`config.mk`:
```
export PLATFORM = sky130hd
export DESIGN_NAME = mmr_noc_sched
export DESIGN_NICKNAME = d
export VERILOG_FILES = /design/src/rtl/mmr_noc_sched.sv
export SDC_FILE = /design/constraint.sdc
export NUM_CORES = 1
export LEC_CHECK = 0
export ABC_AREA = 1
export BUFFER_PORTS_ARGS = -buffer_cell sky130_fd_sc_hd__buf_2
export CORE_UTILIZATION = 30
export CTS_BUF_LIST = sky130_fd_sc_hd__clkbuf_16
export DETAILED_ROUTE_END_ITERATION = 7
export PLACE_DENSITY = 0.58
export SYNTH_ARGS = -nofsm -noshare
export SYNTH_HDL_FRONTEND = slang
export SYNTH_SLANG_ARGS = --single-unit
```
`constraint.sdc`:
```
create_clock -name clk -period 2.96 [get_ports clk]
set_input_delay 0.296 -clock clk [delete_from_list [all_inputs] [get_ports clk]]
set_output_delay 0.296 -clock clk [all_outputs]
set_load 0.005 [all_outputs]
```
`src/rtl/mmr_noc_sched.sv`:
```
// ---------------------------------------------------------------------------
// mmr_noc_sched
//
// Owns the write port of the five-entry MMR file at BASE_ADDR..BASE_ADDR+0x13
// and sequences NoC transfers.
//   entry 0..3 : loadnoc words, mirrored here in shadow registers
//   entry 4    : storenoc trigger (bit 0) and completion status
//
// A CPU store that hits the window while idle is forwarded to the MMR file
// one cycle later. A store to entry 4 with bit 0 set starts a transfer:
// the four shadow words are streamed to the NoC, the response is awaited
// (bounded by TIMEOUT cycles), and a status word is written back to entry 4.
//
// Ports
//   clk, rst_n            clock (rising edge), async active-low reset
//   cpu_we/addr/wdata     writeback store request
//   cpu_stall             window hit refused while a transfer is in flight
//   mmr_we/location       registered MMR write port (enable, byte address)
//   loadnoc_data_from_wb  registered MMR write data
//   noc_valid/data/last   outbound word stream, last marks word 3
//   noc_ready             NoC accepts the current word
//   noc_resp_valid/status single-cycle response strobe and code
//   busy                  sequencer not idle
//   dbg_state             current sequencer state (debug observation)
//
// Handshake: a word transfers on a rising edge where noc_valid and
// noc_ready are both high. Once noc_valid rises, it and noc_data/noc_last
// stay unchanged until that edge; noc_ready may toggle freely.
// ---------------------------------------------------------------------------
module mmr_noc_sched #(
  parameter logic [31:0] BASE_ADDR = 32'h0000_4000,
  parameter int          TIMEOUT   = 255
) (
  input  logic        clk,
  input  logic        rst_n,
  input  logic        cpu_we,
  input  logic [31:0] cpu_addr,
  input  logic [31:0] cpu_wdata,
  output logic        cpu_stall,
  output logic        mmr_we,
  output logic [31:0] mmr_location,
  output logic [31:0] loadnoc_data_from_wb,
  output logic        noc_valid,
  output logic [31:0] noc_data,
  output logic        noc_last,
  input  logic        noc_ready,
  input  logic        noc_resp_valid,
  input  logic [7:0]  noc_resp_status,
  output logic        busy,
  output logic [1:0]  dbg_state
);

  typedef enum logic [1:0] {
    ST_IDLE      = 2'd0,
    ST_SEND      = 2'd1,
    ST_WAIT_RESP = 2'd2,
    ST_STATUS    = 2'd3
  } state_t;

  // The timer counts WAIT_RESP edges starting from 0, so the edge that
  // completes TIMEOUT cycles sees the timer at TIMEOUT-1.
  localparam logic [7:0]  TIMER_LAST  = 8'(TIMEOUT - 1);
  localparam logic [31:0] STATUS_ADDR = BASE_ADDR + 32'h10;

  state_t      r_state;
  logic [1:0]  r_cnt;
  logic [7:0]  r_timer;
  logic        r_mmr_we;
  logic [31:0] r_mmr_loc;
  logic [31:0] r_mmr_data;
  logic [31:0] r_shadow [4];

  state_t      w_state_nxt;
  logic [1:0]  w_cnt_nxt;
  logic [7:0]  w_timer_nxt;
  logic        w_we_nxt;
  logic [31:0] w_loc_nxt;
  logic [31:0] w_data_nxt;
  logic        w_hit;
  logic        w_accept;
  logic [2:0]  w_idx;
  logic        w_shadow_we;
  logic [7:0]  w_resp_code;
  logic        w_resp_err;

  // Window decode: word-aligned, inside the page, entries 0..4 only.
  assign w_hit = cpu_we
              && (cpu_addr[31:8] == BASE_ADDR[31:8])
              && (cpu_addr[1:0] == 2'b00)
              && (cpu_addr[7:2] <= 6'd4);
  assign w_idx       = cpu_addr[4:2];
  assign w_accept    = w_hit && (r_state == ST_IDLE);
  assign w_shadow_we = w_accept && !w_idx[2];

  assign cpu_stall = w_hit && (r_state != ST_IDLE);
  assign busy      = (r_state != ST_IDLE);
  assign dbg_state = r_state;

  assign noc_valid = (r_state == ST_SEND);
  assign noc_data  = noc_valid ? r_shadow[r_cnt] : 32'h0;
  assign noc_last  = noc_valid && (r_cnt == 2'd3);

  assign mmr_we               = r_mmr_we;
  assign mmr_location         = r_mmr_loc;
  assign loadnoc_data_from_wb = r_mmr_data;

  // A response on the timeout edge wins over the timeout.
  always_comb begin
    w_resp_code = 8'hFF;
    w_resp_err  = 1'b1;
    if (noc_resp_valid) begin
      w_resp_code = noc_resp_status;
      w_resp_err  = 1'b0;
    end
  end

  always_comb begin
    w_state_nxt = r_state;
    w_cnt_nxt   = r_cnt;
    w_timer_nxt = r_timer;
    w_we_nxt    = 1'b0;
    w_loc_nxt   = r_mmr_loc;
    w_data_nxt  = r_mmr_data;
    unique case (r_state)
      ST_IDLE: begin
        if (w_accept) begin
          w_we_nxt   = 1'b1;
          w_loc_nxt  = cpu_addr;
          w_data_nxt = cpu_wdata;
          if (w_idx == 3'd4 && cpu_wdata[0]) begin
            w_state_nxt = ST_SEND;
            w_cnt_nxt   = 2'd0;
          end
        end
      end
      ST_SEND: begin
        if (noc_ready) begin
          if (r_cnt == 2'd3) begin
            w_state_nxt = ST_WAIT_RESP;
            w_cnt_nxt   = 2'd0;
            w_timer_nxt = 8'd0;
          end else begin
            w_cnt_nxt = r_cnt + 2'd1;
          end
        end
      end
      ST_WAIT_RESP: begin
        if (noc_resp_valid || r_timer == TIMER_LAST) begin
          // The status write is registered on the way into STATUS so the
          // write port carries it during the single STATUS cycle.
          w_state_nxt = ST_STATUS;
          w_we_nxt    = 1'b1;
          w_loc_nxt   = STATUS_ADDR;
          w_data_nxt  = {16'h0, w_resp_code, 5'h0, w_resp_err, 1'b1, 1'b0};
        end else begin
          w_timer_nxt = r_timer + 8'd1;
        end
      end
      ST_STATUS: begin
        w_state_nxt = ST_IDLE;
      end
      default: begin
        w_state_nxt = ST_IDLE;
      end
    endcase
  end

  always_ff @(posedge clk or negedge rst_n) begin
    if (!rst_n) begin
      r_state    <= ST_IDLE;
      r_cnt      <= 2'd0;
      r_timer    <= 8'd0;
      r_mmr_we   <= 1'b0;
      r_mmr_loc  <= 32'h0;
      r_mmr_data <= 32'h0;
    end else begin
      r_state    <= w_state_nxt;
      r_cnt      <= w_cnt_nxt;
      r_timer    <= w_timer_nxt;
      r_mmr_we   <= w_we_nxt;
      r_mmr_loc  <= w_loc_nxt;
      r_mmr_data <= w_data_nxt;
    end
  end

  // Shadows only change on accepted stores, which cannot happen mid-transfer.
  always_ff @(posedge clk or negedge rst_n) begin
    if (!rst_n) begin
      for (int i = 0; i < 4; i++) r_shadow[i] <= 32'h0;
    end else if (w_shadow_we) begin
      r_shadow[w_idx[1:0]] <= cpu_wdata;
    end
  end

endmodule
```
==> results.cfg, run 1 <==
[outcome]
outcome = complete, but fails checks
violations = design-rule violations

[sta]
clock_skew_ns = 0.007743
period_needed_ns = 2.676
min_period_over_period_pct = 90.40
grt_setup_unrepaired = no
whs_ns = 0.04660
maxSlewHeadroom_pct = 40.33
worst_slack_ns = 0.2841
tightest_slew_ns = 0.8941
maxSlewViolCount = 0
setup_viol = 0
clock.fmax_ghz = 0.3737
hold_viol = 0
tns_ns = 0

[setup_path]
worst-endpoint-required_ns = 2.66
path_class = reg -> out
critPathCaptureType = primary output
slowest_delay_ns = 0.84
worst_path_max_delay_cell = dfrtp_2
cp_common_cell = nor2_1
critPathLaunchType = flip-flop
path_cells = buf_12, nor2_1, nor2_1, o21ai_0, a21oi_1, buf_2
crit_path_max_fanout = 37
crit_arrival_ns = 2.38

[die]
die_w_um = 179.7
initial_core_util_pct = 30.72
rows = 64
die_area_um2 = 32280
fp.dieH_um = 179.7
io_pins = 180
core-area_um2 = 30830

[grt]
grt_pass1_wl_um = 46950
grt_pass1_vias = 8178
antenna_found_initial = 2
overflow = 0
grt_usage_pct = 18.23
grt_max_degree = 68

[placed_design]
dp_slack_ns = 0.5426
placed_cells = 1730
dp_hpwl_um = 18800
port_buffers = 179
place_congestion = 0.8131

[logic_synthesis]
synth_top_area_share_pct = 54.17
synth_edf_count = 0
syn-num-nets = 1288
ys.flop_type = dfrtp_1
syn-cell-area_um2 = 9470
synthTopCellsByArea = dfrtp_1 54%, nand2_1 12%, nor2_1 8.6%
async_flop_share_pct = 100.0
synth_top_area_cell = dfrtp_1
yosysSeqAreaShare_pct = 54.17
synth_seq_cells = 205
synthCells = 1205
yosysWarningCount = 0
synth.avg_cell_area_um2 = 7.859
synthDistinctLibCells = 30

[layout]
final_cells = 1777
drive_gt1_share_pct = 18.12
finalNetCount = 1445
area_delta_synth_final_pct = 22.71

[power]
p_int_mw = 4.774
p_sw_mw = 1.372
p_sw_share_pct = 22.32
clkPwrFrac_pct = 49.7
finalPower_mw = 6.145
pwr-share-comb_pct = 4.1
seq_power_share_pct = 46.2
leakage_nw = 6.106
powerDensity_nw_per_um2 = 528.8
ir_worst_vdd_mv = 0.3377

[routing]
met3_length_um = 2026
wl_per_cell_um = 16.55
route.detailed.drc = 20
antenna_left = 0
drtIter0Drc = 747
viasPerCell = 4.797
vias = 8525
dr_wl_met2_um = 13390
first_pass_iters = 7
met1_length_um = 13600
wirelength_um = 29400
top_layer = met5

[hold_path]
hp-class = in -> reg

[clock_network]
insertion_delay_ns = 0.51
cts_buffers = 25
cts-resized-gates = 0
tritoncts = done
cts_max_level = 1
cts_sinks = 205
ctsRootBufferMaster = clkbuf_16
path_clk_slew_ns = 0.06
clockBufferDepth = 3

[run]
max-cap-violations = 0
-- power groups by stage --
stage,logic (mW),clock network [mW],registers [mW]
5_1_grt,0.287,3.24,2.84
4_1_cts,0.261,3.12,2.84
3_5_place_dp,0.258,0,2.89
6_report,0.254,3.05,2.84
2_1_floorplan,0.0673,0,2.89
3_3_place_gp,0.257,0,2.89
-- final timing paths --
check | start | endpoint | slack, ns | cells past startpoint
worst max register to register | r_cnt[0]$_DFFE_PN0P_ | r_timer[2]$_DFFE_PN0P_ | 0.70 | 7
worst max-delay path | r_cnt[0]$_DFFE_PN0P_ | noc_data[2] | 0.28 | 6
max in group asynchronous | rst_n | mmr_location[16]$_DFFE_PN0P_ | 1.86 | 3
worst min register to register | r_shadow[18]$_DFFE_PN0P_ | r_shadow[18]$_DFFE_PN0P_ | 0.46 | 2
min in group asynchronous | rst_n | r_shadow[4]$_DFFE_PN0P_ | 0.32 | 2
worst min-delay path | cpu_wdata[3] | r_shadow[35]$_DFFE_PN0P_ | 0.05 | 3
-- final cells by class --
type | count | area [um^2]
repair buffers | 202 | 1142
multi-input cells | 842 | 3715
fillers | 3267 | 19210
clock inverters | 20 | 186.4
diodes | 1 | 2.502
well taps | 396 | 495.5
flip-flops and latches | 205 | 5131
clock buffers | 25 | 625.6
inverters | 86 | 322.8
-- state kept, by name, summed over array words and instances, names as in the netlist --
name / count
r_shadow: 128
mmr_location: 32
r_timer: 8
dbg_state: 2
r_cnt: 2
mmr_we: 1
loadnoc_data_from_wb: 32
-- metrics by stage --
step | instance area, um^2 | utilization [%]
6_report | 11620 | 37.69
5_1_grt | 11620 | 37.69
4_1_cts | 11620 | 37.69
3_5_place_dp | 10800 | 35.02
3_3_place_gp | 10800 | 35.02
2_1_floorplan | 9470 | -
-- Yosys cell counts, types with 2 or more instances --
| cell | number |
|---|---|
| a21oi_1 | 40 |
| buf_2 | 28 |
| buf_4 | 2 |
| clkbuf_1 | 42 |
| clkinv_1 | 3 |
| dfrtp_1 | 205 |
| ha_1 | 6 |
| inv_1 | 82 |
| nand2_1 | 304 |
| nand3_1 | 103 |
| nand3_2 | 2 |
| nand4_1 | 6 |
| nor2_1 | 218 |
| nor2_4 | 2 |
| o21ai_0 | 80 |
| o21ai_1 | 64 |
| xor2_1 | 5 |
-- logic make-up (layout without fill, tap and decap cells) --
kind of cell	after synthesis	after routing	synth area share, %
adder cells (fa/ha/maj)	6	6	0.7927
other	0	1	0
flip-flops	205	205	54.17
AND/OR/NAND/NOR	644	644	27.90
AO/OA/AOI/OAI	186	186	9.869
XOR/XNOR	6	6	0.5549
buffers and inverters	158	333	6.711
-- repair_timing --
item                                    CTS  global route
buffers inserted                          0             0
endpoints found under the setup margin    0             0
hold buffers                              1             0
endpoints found under the hold margin    51             0
-- cells in the final DEF, fill, tap and decap left out, drive strengths merged --
cell         synthesis  layout
nor3                 3       3
ha                   6       6
diode                0       1
nor2               221     221
dfrtp              205     205
nand3b               1       1
clkbuf              42      26
or2                  2       2
o21bai               1       1
inv                 83      88
nand3              105     105
bufinv               0       4
xor2                 5       5
a31oi                1       1
dlygate4sd3          0       1
clkinv               3      14
o21ai              144     144
xnor2                1       1
nand4                6       6
and2                 1       1
nand2              305     305
buf                 30     200
a21oi               40      40
-- per-layer routing --
layer,track usage (%),vias up
met3,3.545,35
met1,25.70,4055
met2,29.05,290
met4,3.759,2
li1,-,4143
met5,0,-
-- critical path: cells and delay by family (launching register included) --
family                 cells  cell delay (ns)
AND/OR/NAND/NOR            2             0.15
AO/OA/AOI/OAI              2             0.37
buffers and inverters      2             0.49
flip-flops                 1             0.84
No activity file was read; power rests on OpenSTA's default activity.
==> run 2: changes to the inputs <==
--- a/config.mk
+++ b/config.mk
@@ -6,7 +6,7 @@
 export NUM_CORES = 1
 export LEC_CHECK = 0
 export ABC_AREA = 1
-export BUFFER_PORTS_ARGS = -buffer_cell sky130_fd_sc_hd__buf_2
+export BUFFER_PORTS_ARGS = -buffer_cell sky130_fd_sc_hd__buf_4
 export CORE_UTILIZATION = 30
 export CTS_BUF_LIST = sky130_fd_sc_hd__clkbuf_16
 export DETAILED_ROUTE_END_ITERATION = 7
==> run 2 against run 1 <==
Compared with the run above: power down 4.4%; maximum frequency up 7.1%; highest routed layer is now met4; sequential cell count unchanged; critical path depth down 1; largest power group is now registers; hold slack worse by 0.0065 ns; non-clock buffer count up 2; clock skew up 0.00079 ns; combinational power up 18%; the run still ends with design-rule violations left; critical endpoint is now noc_data[22]; sequential power about the same.
==> results.cfg, run 2 (synthesized netlist as in run 1, its figures left out) <==
[outcome]
outcome = complete, but fails checks
violations = design-rule violations

[clock_network]
insertion_delay_ns = 0.51
tritoncts = done
cts_setup_buffers = 0
clockBufferDepth = 3
ctsRootBufferMaster = clkbuf_16
cts_sinks = 205
cts_buffers = 24
path_clk_slew_ns = 0.06
cts_max_level = 1

[routing]
route.detailed.drc = 10
wl_per_cell_um = 16.74
first_pass_iters = 7
vias = 8505
wirelength_um = 29700
drtIter0Drc = 698
viasPerCell = 4.794
antenna_left = 0

[setup_path]
path_class = reg -> out
crit_start = r_cnt[0]$_DFFE_PN0P_
worst-endpoint-required_ns = 2.66
critPathLaunchType = flip-flop
crit_arrival_ns = 2.20
worst_path_max_delay_cell = dfrtp_2
r2r-start = dbg_state[0]$_DFFE_PN0P_
crit_family = buffers and inverters
critPathCaptureType = primary output
cp.buffers_inverters = 3
crit_path_max_fanout = 47
path_cells = inv_2, buf_12, o21ai_0, a21oi_1, buf_4
slowest_delay_ns = 0.47

[sta]
period_needed_ns = 2.499
setup_viol = 0
clock.fmax_ghz = 0.4002
tightest_slew_ns = 0.7382
tns_ns = 0
grt_setup_unrepaired = no
whs_ns = 0.04014
clock_skew_ns = 0.008534
min_period_over_period_pct = 84.42
maxSlewViolCount = 0
maxSlewHeadroom_pct = 50.79
hold_viol = 0

[die]
io_pins = 180
fp.dieH_um = 179.7
die_w_um = 179.7
die_area_um2 = 32280
initial_core_util_pct = 30.72
core-area_um2 = 30830
rows = 64

[layout]
drive_gt1_share_pct = 17.92
final_cells = 1774
layout_common_cells = 303 x nand2_1, 218 x nor2_1, 204 x dfrtp_1
area_delta_synth_final_pct = 26.53
largest_register_ffs = 128
top_register = r_shadow
diodes = 0
final_common_cell = nand2_1
finalNetCount = 1446

[power]
leakage_nw = 6.148
ir_worst_vdd_mv = 0.3176
powerDensity_nw_per_um2 = 490.5

[hold_path]
hp-class = in -> reg
min_from = cpu_wdata[31]

[placed_design]
place_congestion = 0.7931
placed_cells = 1732
port_buffers = 179
dp_hpwl_um = 18960

[grt]
grt_usage_pct = 18.60
grt_pass1_vias = 8394
grt_max_degree = 79
grt_pass1_wl_um = 47750
antenna_found_initial = 0
overflow = 0

[run]
max-cap-violations = 0
==> run 2: cell count changes in the layout (fill, tap and decap cells not counted) <==
| cell | before | now |
|---|---|---|
| diode_2 | 1 | 0 |
| inv_1 | 86 | 82 |
| bufinv_16 | 4 | 1 |
| buf_4 | 17 | 197 |
| clkinv_2 | 5 | 3 |
| buf_2 | 178 | 0 |
| clkinv_1 | 9 | 14 |
==> run 2: final cells by class <==
cell class	count	area (um^2)
inverter	86	322.8
clock inverter	16	90.09
clock buffer	25	625.6
tap	396	495.5
multi-input combinational	842	3715
fill	3158	18850
sequential	205	5131
timing repair buffer	204	1603
==> run 2: metal layers <==
metal | track usage [%] | routed length [um] | up-vias
li1 | - | - | 4135
met1 | 26.37 | 14010 | 4041
met2 | 29.67 | 13230 | 291
met3 | 3.201 | 1977 | 38
met4 | 4.103 | 477 | 0
met5 | 0 | 0 | -
==> run 2: final timing paths <==
| kind | endpoint | slack [ns] | cells past startpoint |
|---|---|---|---|
| setup / recovery | noc_data[22] | 0.46 | 5 |
| hold reg to reg | r_shadow[20]$_DFFE_PN0P_ | 0.46 | 2 |
| hold / removal | r_shadow[63]$_DFFE_PN0P_ | 0.04 | 3 |
| setup reg to reg | mmr_location[23]$_DFFE_PN0P_ | 0.69 | 8 |
| max in group asynchronous | r_shadow[44]$_DFFE_PN0P_ | 1.79 | 3 |
| min in group asynchronous | r_shadow[100]$_DFFE_PN0P_ | 0.39 | 2 |
==> run 2: worst reg2reg max path, stage by stage, from the launching register on <==
cell and delay (ns):
dfrtp_1 0.41, inv_1 0.10, ha_2 0.18, buf_4 0.41
nor2_1 0.17, nor2_4 0.16, nand2_4 0.16, inv_2 0.43
nor2_1 0.11
==> run 2: what timing repair did <==
item	4_1_cts	5_1_grt
endpoints found under the setup margin	0	0
endpoints found under the hold margin	73	0
gates resized for setup	0	0
hold buffers	1	0
==> run 2: power breakdown <==
group,internal (mW),switching [mW],leakage [nW],total (mW)
combinational,0.121,0.179,3.05,0.299
clock,1.59,1.15,0.357,2.74
sequential,2.82,0.0155,2.74,2.84
total,4.54,1.34,6.15,5.88
==> run 2: through the flow <==
step,setup WS [ns],area (um^2),power [mW],util [%]
after floorplan,1.160,9470,2.954,-
after global placement,0.7389,11260,3.193,36.51
after detailed placement,0.6847,11260,3.193,36.51
after CTS,0.4397,11980,5.956,38.87
after global routing,0.3731,11980,6.111,38.87
final,0.4612,11980,5.877,38.87
